File: config.mk
export PLATFORM = sky130hd
export DESIGN_NAME = alu_arbiter
export DESIGN_NICKNAME = d
export VERILOG_FILES = /design/src/rtl/alu_arbiter.sv
export SDC_FILE = /design/constraint.sdc
export NUM_CORES = 1
export LEC_CHECK = 0
export BUFFER_PORTS_ARGS = -buffer_cell sky130_fd_sc_hd__buf_4
export CAP_MARGIN = 20
export CORE_AREA = 2 2 132 134
export CTS_BUF_LIST = sky130_fd_sc_hd__clkbuf_8
export CTS_CLUSTER_DIAMETER = 100
export DETAILED_ROUTE_END_ITERATION = 8
export DIE_AREA = 0 0 134 136
export PLACE_DENSITY = 0.67
export RECOVER_POWER = 50
export SYNTH_ARGS = -nofsm -noshare
export SYNTH_HDL_FRONTEND = slang
export SYNTH_SLANG_ARGS = --single-unit
File: constraint.sdc
create_clock -name clk -period 1.6 [get_ports clk]
set_clock_uncertainty 0.05 [all_clocks]
set_input_delay 0.08 -clock clk [delete_from_list [all_inputs] [get_ports clk]]
set_output_delay 0.08 -clock clk [all_outputs]
set_load 0.02 [all_outputs]
File: src/rtl/alu_arbiter.sv
// rtl/alu_arbiter.sv - round-robin arbiter sharing one combinational ALU between requesters A and B
// One operation in flight: IDLE grants, EXEC drives the ALU for one cycle, RESP holds the result.
module alu_arbiter #(
  parameter logic INIT_PTR = 1'b0
) (
  input  logic        clk,
  input  logic        rst_n,
  input  logic        a_valid,
  input  logic        b_valid,
  output logic        a_ready,
  output logic        b_ready,
  input  logic [31:0] a_src1,
  input  logic [31:0] a_src2,
  input  logic [31:0] b_src1,
  input  logic [31:0] b_src2,
  input  logic [4:0]  a_shamt,
  input  logic [4:0]  b_shamt,
  input  logic [5:0]  a_funct,
  input  logic [5:0]  b_funct,
  output logic [31:0] alu_src1,
  output logic [31:0] alu_src2,
  output logic [4:0]  alu_shamt,
  output logic [5:0]  alu_funct,
  input  logic [31:0] alu_result,
  input  logic        alu_zero,
  output logic        a_rvalid,
  output logic        b_rvalid,
  input  logic        a_rready,
  input  logic        b_rready,
  output logic [31:0] a_rdata,
  output logic [31:0] b_rdata,
  output logic        a_rzero,
  output logic        b_rzero,
  output logic        a_rerr,
  output logic        b_rerr
);

  typedef enum logic [1:0] {IDLE, EXEC, RESP} state_t;

  localparam logic [5:0] F_ADDU = 6'b001001;
  localparam logic [5:0] F_SUBU = 6'b001010;
  localparam logic [5:0] F_AND  = 6'b010001;
  localparam logic [5:0] F_SLL  = 6'b100001;

  state_t      state_q, state_d;
  logic        ptr_q, ptr_d;
  logic        gnt_q, gnt_d;
  logic [31:0] src1_q, src1_d;
  logic [31:0] src2_q, src2_d;
  logic [4:0]  shamt_q, shamt_d;
  logic [5:0]  funct_q, funct_d;
  logic [31:0] rdata_q, rdata_d;
  logic        rzero_q, rzero_d;
  logic        rerr_q, rerr_d;
  logic        pick_b;
  logic        legal;
  logic        resp_a;
  logic        resp_b;

  always_ff @(posedge clk or negedge rst_n) begin
    if (!rst_n) begin
      state_q <= IDLE;
      ptr_q   <= INIT_PTR;
      gnt_q   <= 1'b0;
      src1_q  <= '0;
      src2_q  <= '0;
      shamt_q <= '0;
      funct_q <= '0;
      rdata_q <= '0;
      rzero_q <= 1'b0;
      rerr_q  <= 1'b0;
    end else begin
      state_q <= state_d;
      ptr_q   <= ptr_d;
      gnt_q   <= gnt_d;
      src1_q  <= src1_d;
      src2_q  <= src2_d;
      shamt_q <= shamt_d;
      funct_q <= funct_d;
      rdata_q <= rdata_d;
      rzero_q <= rzero_d;
      rerr_q  <= rerr_d;
    end
  end

  always_comb begin
    state_d   = state_q;
    ptr_d     = ptr_q;
    gnt_d     = gnt_q;
    src1_d    = src1_q;
    src2_d    = src2_q;
    shamt_d   = shamt_q;
    funct_d   = funct_q;
    rdata_d   = rdata_q;
    rzero_d   = rzero_q;
    rerr_d    = rerr_q;
    a_ready   = 1'b0;
    b_ready   = 1'b0;
    alu_src1  = '0;
    alu_src2  = '0;
    alu_shamt = '0;
    alu_funct = '0;
    pick_b    = b_valid && (!a_valid || ptr_q);
    legal     = (funct_q == F_ADDU) || (funct_q == F_SUBU) ||
                (funct_q == F_AND)  || (funct_q == F_SLL);

    case (state_q)
      IDLE: begin
        // rst_n gate keeps ready low while reset is held, even though state is already IDLE
        if (rst_n && (a_valid || b_valid)) begin
          a_ready = !pick_b;
          b_ready = pick_b;
          gnt_d   = pick_b;
          ptr_d   = !pick_b;
          src1_d  = pick_b ? b_src1  : a_src1;
          src2_d  = pick_b ? b_src2  : a_src2;
          shamt_d = pick_b ? b_shamt : a_shamt;
          funct_d = pick_b ? b_funct : a_funct;
          state_d = EXEC;
        end
      end
      EXEC: begin
        if (legal) begin
          alu_src1  = src1_q;
          alu_src2  = src2_q;
          alu_shamt = shamt_q;
          alu_funct = funct_q;
          rdata_d   = alu_result;
          rzero_d   = alu_zero;
          rerr_d    = 1'b0;
        end else begin
          rdata_d = '0;
          rzero_d = 1'b0;
          rerr_d  = 1'b1;
        end
        state_d = RESP;
      end
      RESP: begin
        if (gnt_q ? b_rready : a_rready) state_d = IDLE;
      end
      default: state_d = IDLE;
    endcase
  end

  always_comb begin
    resp_a   = (state_q == RESP) && !gnt_q;
    resp_b   = (state_q == RESP) && gnt_q;
    a_rvalid = resp_a;
    b_rvalid = resp_b;
    a_rdata  = resp_a ? rdata_q : '0;
    b_rdata  = resp_b ? rdata_q : '0;
    a_rzero  = resp_a & rzero_q;
    b_rzero  = resp_b & rzero_q;
    a_rerr   = resp_a & rerr_q;
    b_rerr   = resp_b & rerr_q;
  end

endmodule

* After elaboration in Yosys (flattened, before gate mapping)
Cells that the tools add are included.
W data, S select, Z words.
** Word-level totals
- Input bits :: 189
- RAM bits :: 0
- Memories :: 0
- Output and inout port bits :: 147
- Bits in read-only memories :: 0
- Word-level logic and storage cells :: 62
- Latch bits :: 0
- Bits in registers :: 113
** Cells by class
- Divide/modulo/power cells :: 0
- $lt $le $gt $ge :: 0
- Mux-type cells :: 25
- Multipliers :: 0
- Shift operators :: 0
- $add $sub $neg :: 0
- Reductions and logical operators :: 15
- Eq/ne operators :: 8
- Bitwise gates (word level) :: 4
** Operators by type and width (number)
- $mux W32 :: 9
- $mux W6 :: 3
- $mux W5 :: 3
- $eq A6 B4 Y1 const B :: 2
- $mux W1 :: 7
- $eq A6 B5 Y1 const B :: 1
- $eq A6 B6 Y1 const B :: 1
- $pmux W2 S3 :: 1
- $logic_or A1 B1 Y1 :: 5
- $and A1 B1 Y1 :: 4
- $logic_and A1 B1 Y1 :: 4
- $mux W2 :: 2
- $ne A2 B2 Y1 const B :: 2
- $reduce_and A2 Y1 :: 2
- $logic_not A1 Y1 :: 3
- $eq A2 B1 Y1 const B :: 1
- $eq A2 B2 Y1 const B :: 1
- $logic_not A2 Y1 :: 1

* Logic depth before layout (Yosys ltp)
- Depth in word-level cells :: 6
- Mapped depth :: 7
- Gate-level depth less buffers :: 5

* Worst setup path before layout
Ideal clock, no wire load.
- Path kind :: register -> output
- Start point :: register state_q[1]
- End point :: output alu_funct[3]
- Path slack :: -0.005 ns
- Data arrival time :: 1.475 ns
- Cell stages (with the launch flop) :: 7
- Path through :: dfrtp_1 -> nor3b_2 -> nand4b_2 -> o22ai_2 -> buf_6 -> buf_4 -> and2_1
** On the way
- Cells in the longest elaborated chain, start to end :: 2
** RTL lines
- start: declaration :: line 45 : state_t state_q, state_d;
- start signal: assignment :: line 73 : state_q <= state_d;
- $eq A2 B1 Y1 :: line 107 : case (state_q)
- $mux W6 :: line 107
- end: declaration :: line 23 : output logic [5:0] alu_funct,
Every way passes these cells.

* Worst setup path in the final report
- Start point :: register funct_q[4]
- End point :: output alu_src1[30]
** On the way
- Cells in the longest elaborated chain, start to end :: 6
- Elaborated cells between the ends (all ways) :: 9
- Classes of those cells :: 4 x eq/ne; 2 x mux; 3 x reduce/logical
** RTL lines
- start: declaration :: line 51 : logic [5:0] funct_q, funct_d;
- start signal: assignment :: line 79 : funct_q <= funct_d;
- $eq A6 B4 Y1 :: line 104 : legal = (funct_q == F_ADDU) || (funct_q == F_SUBU) ||
- $logic_or A1 B1 Y1 (2 in series) :: line 104
- $logic_or A1 B1 Y1 * :: line 105 : (funct_q == F_AND) || (funct_q == F_SLL);
- $mux W32 * :: line 123 : if (legal) begin
- $mux W32 * :: line 107
- end: declaration :: line 20 : output logic [31:0] alu_src1,
Mark *: on every way between the ends. The rest lies on a longest branch, timed or not.

==> results by group <==
Synthesis
  • Register area share after synthesis: 0.515
  • Netlist Area Pre-Place: 5490 um^2
  • Syn Nets: 703
  • Synthesis-stage register bit count: 113
  • Cells after Synth: 514
  • Yosys warns: 0
  • Synth cell types: 27
  • Syn Area/Cell: 10.7 um^2

Place
  • Pre-CTS setup slack: -0.128 ns
  • DP Cell Count: 1061
  • Placed Area: 8450 um^2
  • Count of input and output buffers: 334
  • Hpwl dp: 13600 um
  • Routability cong.: 0.748

GRT
  • GR Overflow Total: 0
  • Vias in the first global route: 6686
  • First-pass GRT wire length: 35200 um
  • Largest net degree at the start of global routing: 50
  • Initial antenna violation count: 0
  • Gr usage total: 0.248

Detailed routing
  • Final ANT Viol Nets: 0
  • Final WL: 28500 um
  • WL met3: 2140 um
  • Via count: 6990
  • Residual DRC: 0
  • Iter 0 DRT Violations: 751
  • Top Layer Used: met4
  • DR pass1 iterations: 7
  • WL per Instance: 21.3 um
  • Vias per cell: 5.22
  • Routed wl met2: 14800 um
  • M1 wire length: 10300 um

Floorplan
  • I/O pins: 336
  • Die ar.: 18200 um^2
  • # rows: 48
  • Initial core utilization: 0.325
  • Core Footprint: 16900 um^2
  • Horiz. Die Dim: 134 um
  • Die height: 136 um

STA
  • Worst slew pin tran: 0.801 ns
  • Hold Vio Cnt, Final: 0
  • Max-Slew Margin vs Limit: 0.466
  • RSZ-0062 raised after global routing: true
  • Final setup viols: 286
  • Final WS setup: -0.608 ns
  • Fmax: 0.453 GHz
  • Max-slew violations: 0
  • Final Critical Period: 2.21 ns
  • Final Cycle Share: 1.38

Critical path
  • CP top delay family: buffers and inverters
  • R2R cell count: 8
  • Worst Setup End Kind: output port
  • CP startpoint kind: flop
  • CP dominant cell by count: buf_4
  • Crit path DAT: 2.08 ns
  • R2R Path Start: state_q[1]
  • Reg-to-reg setup timing slack: -0.25 ns
  • Max incr delay on CP: 0.42 ns
  • Critical Path Fanout Max: 17
  • Crit. path cell count: 8
  • Worst path bufs/invs: 4
  • Slowest CP cell: dfrtp_1
  • Critical Path, Cell by Cell: nor2_4 > buf_6 > xor2_4 > o22ai_4 > buf_4 > buf_12 > and2_2 > buf_4
  • Class of the most critical setup path: reg2out
  • Crit Reg-Reg Endpoint: src1_q[30]
  • Worst Path Required: 1.47 ns

Power
  • P_leak: 6.35 nW
  • Max rail drop VDD: 585 uV
  • Pwr dens: 1160 nW/um^2

Clock network
  • Clk sinks: 113
  • H-tree depth: 4
  • Worst-path clk slew: 0.07 ns
  • Clk_lat worst skew: 0.45 ns
  • Deepest clock path buffer count: 2
  • CTS Buf Count: 17
  • CTS Root Cell: clkbuf_8
  • CTS tree: yes

Cells and area
  • Share of layout cells above drive strength 1: 0.506
  • Fillers: 1090
  • Most frequent cells in the layout: buf_4 (264), dlygate4sd3_1 (186), buf_6 (118)
  • Post-route cell area: 12400 um^2
  • Antenna cells: 0
  • Fin util: 0.735
  • Nets: 1290
  • Area grow syn2layout: 126%
  • Non-Filler Instances: 1338
  • Commonest non-fill, non-tap cell in the layout: buf_4

Outcome
  • Failing checks: negative setup slack
  • Status: finished with violations

Min path
  • WHS Path Cells: 4
  • Hold EP: src2_q[16]
  • Hold path start: b_valid
  • Worst Hold Class: in2reg

Run
  • Max-Cap Viols: 0
[power breakdown]
part | internal [mW] | leakage (nW) | switching [mW]
Clock | 1.57 | 0.197 | 1.27
Combinational | 3.61 | 4.71 | 2.90
Sequential | 4.09 | 1.44 | 0.948
[metrics by stage]
step                hold WS [ns]  power (mW)  TNS, ns
detailed placement         0.107        8.88   -12.89
CTS                        0.105        12.5   -82.85
floorplan                 -0.266        7.01        0
global route               0.152        15.1  -128.13
global placement           0.104        8.81    -7.38
finish                     0.165        14.4   -95.11
[final cells by class]
| cell class | instances | area, um^2 | share of cell area |
|---|---|---|---|
| timing repair buffer | 614 | 6140 | 0.495 |
| inverter | 78 | 293 | 0.0236 |
| tap | 225 | 282 | 0.0227 |
| multi-input combinational | 277 | 2450 | 0.197 |
| clock buffer | 18 | 248 | 0.0200 |
| sequential | 113 | 2830 | 0.228 |
| clock inverter | 13 | 161 | 0.0130 |
[worst max path at each step]
stage / start / to / slack [ns]
global placement: funct_q[4] / rdata_q[23] / -0.1
CTS: funct_q[4] / alu_src1[29] / -0.60
floorplan: state_q[1] / alu_src1[31] / 0.004
finish: funct_q[4] / alu_src1[30] / -0.61
global route: funct_q[4] / alu_src2[12] / -0.71
detailed placement: state_q[1] / alu_src2[28] / -0.13
[cells in the mapped netlist (all sizes together)]
library cell | number | area share
buf | 26 | 0.036
o21ai | 2 | 0.0018
nand2b | 2 | 0.0023
nand2 | 3 | 0.0021
dfrtp | 113 | 0.52
nor3 | 2 | 0.0018
nor3b | 4 | 0.0073
and3 | 2 | 0.0023
nand4b | 2 | 0.0043
and2 | 136 | 0.16
o22ai | 1 | 0.0023
mux2 | 1 | 0.0021
xor2 | 1 | 0.0016
conb | 1 | 0.00068
nor2 | 7 | 0.0048
a22o | 33 | 0.053
clkbuf | 22 | 0.015
or2b | 1 | 0.0014
inv | 78 | 0.053
a222oi | 75 | 0.14
a21oi | 2 | 0.0018
[metal layers]
metal,vias to the layer above,global-route usage
li1,3013,-
met1,3433,0.287
met2,449,0.434
met3,95,0.0667
met4,0,0.106
met5,-,0
[state kept, by name, summed over array words and instances, names as in the netlist]
register  cells
rdata_q      32
src1_q       32
src2_q       32
funct_q       6
shamt_q       5
state_q       2
gnt_q         1
ptr_q         1
rerr_q        1
rzero_q       1
[what timing repair did]
item | CTS | global route
setup endpoints to repair | 246 | 256
setup buffers | 7 | 24
hold buffers | 186 | 0
cloned | 4 | 29
resized for setup | 23 | 218
endpoints found under the hold margin | 138 | 0
pin swaps | 15 | 42
[worst reg2reg max path: stages, from the launching register on]
cell      delay [ns]
dfrtp_1         0.42
buf_6           0.14
nor3b_2         0.16
buf_4           0.15
buf_6           0.13
o21ai_4         0.12
buf_12          0.18
a222oi_1        0.30
inv_1           0.10
[cell families (layout without fill, tap and decap cells)]
kind of cell,after synthesis,count (layout),share of synthesized area
AND/OR/NAND/NOR,159,159,0.181
buffers and inverters,126,723,0.104
AO/OA/AOI/OAI,113,115,0.195
flip-flops,113,113,0.515
other,1,1,0.000683
XOR/XNOR,1,1,0.00160
multiplexers,1,1,0.00205
No activity file was read; power rests on OpenSTA's default activity.
